--- src/rtl/alu_cmd_ctrl.sv ---
// alu_cmd_ctrl: byte-serial command sequencer driving an ALU and returning result + flags
//   i_clk, i_rst_n           clock (rising edge), asynchronous active-low reset
//   i_rx_data, i_rx_valid    received byte and its one-cycle valid pulse (A, B, opcode)
//   o_dato_a, o_dato_b, o_op registered operands and opcode presented to the ALU
//   i_alu_res, i_alu_carry   combinational ALU result and carry/borrow
//   o_tx_data, o_tx_start    byte to send and one-cycle start pulse (result, then flags)
//   i_tx_done                one-cycle pulse when the transmitter finishes a byte
//   o_busy                   high whenever a command is in progress
module alu_cmd_ctrl #(
    parameter int NB_DATA = 8,
    parameter int NB_OP   = 6
) (
    input  logic               i_clk,
    input  logic               i_rst_n,
    input  logic [NB_DATA-1:0] i_rx_data,
    input  logic               i_rx_valid,
    output logic [NB_DATA-1:0] o_dato_a,
    output logic [NB_DATA-1:0] o_dato_b,
    output logic [NB_OP-1:0]   o_op,
    input  logic [NB_DATA-1:0] i_alu_res,
    input  logic               i_alu_carry,
    output logic [NB_DATA-1:0] o_tx_data,
    output logic               o_tx_start,
    input  logic               i_tx_done,
    output logic               o_busy
);
    localparam logic [NB_OP-1:0] OP_ADD = NB_OP'('h20);
    localparam logic [NB_OP-1:0] OP_SUB = NB_OP'('h22);
    localparam logic [NB_OP-1:0] OP_AND = NB_OP'('h24);
    localparam logic [NB_OP-1:0] OP_OR  = NB_OP'('h25);
    localparam logic [NB_OP-1:0] OP_XOR = NB_OP'('h26);
    localparam logic [NB_OP-1:0] OP_SRA = NB_OP'('h03);
    localparam logic [NB_OP-1:0] OP_SRL = NB_OP'('h02);
    localparam logic [NB_OP-1:0] OP_NOR = NB_OP'('h27);

    typedef enum logic [2:0] {
        WAIT_A, WAIT_B, WAIT_OP, EXEC, SEND_RES, WAIT_RES, SEND_FLG, WAIT_FLG
    } state_t;

    state_t             r_state, w_next;
    logic [NB_DATA-1:0] r_dato_a, r_dato_b, r_tx_data, r_flags;
    logic [NB_OP-1:0]   r_op;
    logic               r_invalid, r_tx_start, r_busy;
    logic [NB_OP-1:0]   w_rx_op;
    logic               w_op_valid, w_carry, w_zero;
    logic [NB_DATA-1:0] w_res, w_flags;

    assign w_rx_op    = i_rx_data[NB_OP-1:0];
    // Opcode byte must have its spare high bits clear and name a supported operation.
    assign w_op_valid = (i_rx_data[NB_DATA-1:NB_OP] == '0) &&
                        (w_rx_op inside {OP_ADD, OP_SUB, OP_AND, OP_OR, OP_XOR, OP_SRA, OP_SRL, OP_NOR});
    // Invalid commands report a zero result with no carry, so the zero flag comes out set.
    assign w_res      = r_invalid ? '0 : i_alu_res;
    assign w_carry    = !r_invalid && i_alu_carry;
    assign w_zero     = (w_res == '0);
    assign w_flags    = {r_invalid, {(NB_DATA-3){1'b0}}, w_zero, w_carry};

    always_comb begin
        w_next = r_state;
        case (r_state)
            WAIT_A:   w_next = i_rx_valid ? WAIT_B : WAIT_A;
            WAIT_B:   w_next = i_rx_valid ? WAIT_OP : WAIT_B;
            WAIT_OP:  w_next = i_rx_valid ? EXEC : WAIT_OP;
            EXEC:     w_next = SEND_RES;
            SEND_RES: w_next = WAIT_RES;
            WAIT_RES: w_next = i_tx_done ? SEND_FLG : WAIT_RES;
            SEND_FLG: w_next = WAIT_FLG;
            WAIT_FLG: w_next = i_tx_done ? WAIT_A : WAIT_FLG;
            default:  w_next = WAIT_A;
        endcase
    end

    always_ff @(posedge i_clk or negedge i_rst_n) begin
        if (!i_rst_n) begin
            r_state    <= WAIT_A;
            r_dato_a   <= '0;
            r_dato_b   <= '0;
            r_op       <= '0;
            r_invalid  <= 1'b0;
            r_flags    <= '0;
            r_tx_data  <= '0;
            r_tx_start <= 1'b0;
            r_busy     <= 1'b0;
        end else begin
            r_state    <= w_next;
            // Start pulse and busy are computed from the next state so they stay true flops.
            r_tx_start <= (w_next == SEND_RES) || (w_next == SEND_FLG);
            r_busy     <= (w_next != WAIT_A);
            if (r_state == WAIT_A && i_rx_valid)
                r_dato_a <= i_rx_data;
            if (r_state == WAIT_B && i_rx_valid)
                r_dato_b <= i_rx_data;
            if (r_state == WAIT_OP && i_rx_valid) begin
                r_op      <= w_rx_op;
                r_invalid <= !w_op_valid;
            end
            // The result byte goes straight into the transmit register; flags wait their turn.
            if (r_state == EXEC) begin
                r_tx_data <= w_res;
                r_flags   <= w_flags;
            end
            if (r_state == WAIT_RES && i_tx_done)
                r_tx_data <= r_flags;
        end
    end

    assign o_dato_a   = r_dato_a;
    assign o_dato_b   = r_dato_b;
    assign o_op       = r_op;
    assign o_tx_data  = r_tx_data;
    assign o_tx_start = r_tx_start;
    assign o_busy     = r_busy;
endmodule

--- config.mk ---
export PLATFORM = sky130hd
export DESIGN_NAME = alu_cmd_ctrl
export DESIGN_NICKNAME = d
export VERILOG_FILES = /design/src/rtl/alu_cmd_ctrl.sv
export SDC_FILE = /design/constraint.sdc
export NUM_CORES = 1
export LEC_CHECK = 0
export CORE_MARGIN = 10
export CORE_UTILIZATION = 45
export DETAILED_ROUTE_END_ITERATION = 16
export PLACE_DENSITY = 0.88
export SETUP_SLACK_MARGIN = 0.5
export SLEW_MARGIN = 15
export SYNTH_ARGS = -nofsm -noshare
export SYNTH_HDL_FRONTEND = slang
export SYNTH_SLANG_ARGS = --single-unit
--- constraint.sdc ---
create_clock -name i_clk -period 4.1 [get_ports i_clk]
set_clock_uncertainty 0.05 [all_clocks]
set_input_delay 0.41 -clock i_clk [delete_from_list [all_inputs] [get_ports i_clk]]
set_output_delay 0.41 -clock i_clk [all_outputs]
set_load 0.01 [all_outputs]
==> impl_metrics.toml <==
[global_route]
grt-ovfl-total = 0
grt_max_degree = 40
grt_pass1_vias = 1318
grt_pass1_wl_mm = 6.382
grt_use_total_pct = 12.54
antenna_found_initial = 0

[route]
vias = 1164
viasPerCell = 5.196
wire_per_inst_um = 17.08
drc = 0
antenna_left = 0
drtIter0Drc = 47
drt_wl_total_mm = 3.825
first_pass_iters = 3

[clocking]
post_cts_buffers = 0
insertion_delay_ns = 0.28
cts_resized = 0
cts_made_buffers = 5
cts_sinks = 39
cts.path.max_buffers = 2
root_buffer = "clkbuf_8"
cts_hold_buf = 0
path_clk_slew_ns = 0.07
tritoncts = "built"
htreeDepth = 2

[synth]
yosys.area.top_type = "dfrtp_1"
syn_inst = 124
synth.distinct_cells = 28
synthTopCellsByCount = "dfrtp_1 (39), mux2_2 (23), inv_1 (7)"
async_flop_share_pct = 100.0
syn_nets = 145
synth.most_common_cell = "dfrtp_1"
ys_ff_latch = 39
synth_top_area_share_pct = 59.36
ys.flop_type = "dfrtp_1"
synth_area_mm2 = 0.001644
synth_edf_count = 0
yosysSeqAreaShare_pct = 59.36
synthTopCellsByArea = "dfrtp_1 (59%), mux2_2 (16%), nor2b_1 (2.3%)"
yosys_warnings = 0
syn_avg_cell_area_um2 = 13.26

[setup_path]
worst_setup_path_end_kind = "flip-flop"
start_kind = "input port"
critPathTopFamily = "buffers and inverters"
max_stage_delay_ns = 0.54
rr_worst_depth = 3
crit_required_ns = 4.21
path_cells = "clkdlybuf4s50_1 > inv_1 > nor4_4 > mux2_2"
crit_type = "input port to flip-flop"
arrival_ns = 1.86
cp_slowest_cell = "clkdlybuf4s50_1"
worst-path-stages = 4
cp_max_fo = 8
critPathBufInv = 2

[floorplanning]
die_width_um = 80.45
die_y_um = 80.45
initial_core_util_pct = 47.76
num_io_pins = 53
core-area_mm2 = 0.003442
num_rows = 21
die_area_mm2 = 0.006471

[sta]
drv_slew = 0
worst_pin_slew_ns = 0.8361
layout_worst_path_cycle_share_pct = 42.54
finalCriticalPeriod_ns = 1.744
rsz0062_at_grt = "false"
tns_ns = 0
relSlewSlack_pct = 44.26
hold_violations = 0
maxClockFrequency_mhz = 573.4
final-setup-viol-count = 0
worst_slack_ns = 2.356

[placement]
gp_congestion = 0.7455
port_buffers = 52
place_area_mm2 = 0.002178
hpwl_mm = 2.952
place_inst = 216
place_ws_ns = 2.026

[run]
max-cap-violations = 0

[finish]
nFillCells = 270
finalCoreUtilization_pct = 65.65
final_cells = 224
drive_above_1_share_pct = 18.54
antenna-diode-count = 0
fin_nets = 198
area_growth_pct = 37.44
stdcell_area_mm2 = 0.002260

[pwr]
peakVddDrop_mv = 0.4593
power.density_mw_per_mm2 = 761.5
p_leak_nw = 0.9468

[outcome]
outcome = "finished clean"

[min_path]
hp-class = "input port to asynchronous set/reset pin"
==> cell type report <==
| class | instances | area [um2] | share of cell area [%] |
|---|---|---|---|
| Clock inverter | 1 | 5.005 | 0.2215 |
| Inverter | 7 | 26.28 | 1.163 |
| Sequential cell | 39 | 975.9 | 43.19 |
| Clock buffer | 7 | 76.32 | 3.378 |
| Tap cell | 46 | 57.56 | 2.547 |
| Multi-Input combinational cell | 72 | 603.1 | 26.69 |
| Timing Repair Buffer | 52 | 515.5 | 22.81 |
==> state kept, by name (all words and copies together), names as in the netlist <==
register,count
o_op,6
o_dato_b,8
r_state,3
o_busy,1
r_flags,3
o_dato_a,8
o_tx_data,8
o_tx_start,1
r_invalid,1
==> routing by layer <==
layer  part of all wire (%)  routed length [um]  up-vias  track usage [%]
met5                      0                   0        -                0
met4                   0.34                  13        0            3.169
met3                     14                 523        2            8.241
met2                     46                1750       45            19.90
met1                     40                1538      564            13.49
li1                       -                   -      553                -
==> final timing paths <==
kind | end | startpoint | slack (ns)
worst max register to register | o_tx_data[5]$_DFFE_PN0P_ | r_state[2]$_DFF_PN0_ | 2.36
worst max-delay path | o_dato_a[3]$_DFFE_PN0P_ | i_rx_valid | 2.36
worst min register to register | r_flags[1]$_DFFE_PN0P_ | r_flags[1]$_DFFE_PN0P_ | 0.44
worst min-delay path | o_dato_a[0]$_DFFE_PN0P_ | i_rst_n | 0.18
max in group asynchronous | o_dato_a[3]$_DFFE_PN0P_ | i_rst_n | 3.30
min in group i_clk | r_flags[1]$_DFFE_PN0P_ | r_flags[1]$_DFFE_PN0P_ | 0.44
==> report_power, final <==
group          total, mW  internal (mW)  switching, mW
clock network      0.236          0.119          0.117
registers          0.715          0.576          0.139
logic              0.770          0.466          0.304
==> stage by stage <==
| stage | hold WS (ns) | power (mW) |
|---|---|---|
| 2_1_floorplan | 0.06441 | 1.086 |
| 3_3_place_gp | 0.4182 | 1.462 |
| 3_5_place_dp | 0.4327 | 1.505 |
| 4_1_cts | 0.2027 | 1.750 |
| 5_1_grt | 0.2372 | 1.852 |
| 6_report | 0.1841 | 1.721 |
==> kinds of logic (layout without fill, tap and decap cells) <==
logic type	Yosys count	after routing	synth area share, %
AO/OA/AOI/OAI	21	21	8.523
buffers and inverters	13	67	3.958
flip-flops	39	39	59.36
multiplexers	23	23	15.75
AND/OR/NAND/NOR	28	28	12.41
==> layout by cell type, fill, tap and decap left out, types with 2 or more instances in the layout <==
master           instances
nor4_1                   3
clkdlybuf4s50_1         51
a21boi_0                 2
clkbuf_8                 5
nand4b_1                 2
inv_1                    7
clkbuf_1                 2
and3b_1                  2
nand3b_1                 2
mux2_2                  23
nor2b_1                  6
o21ai_0                  3
a22o_1                   4
a21oi_1                  5
o22ai_1                  3
dfrtp_1                 39
and4bb_2                 2
nand2_1                  5
Power figures use the tool's default switching activity.
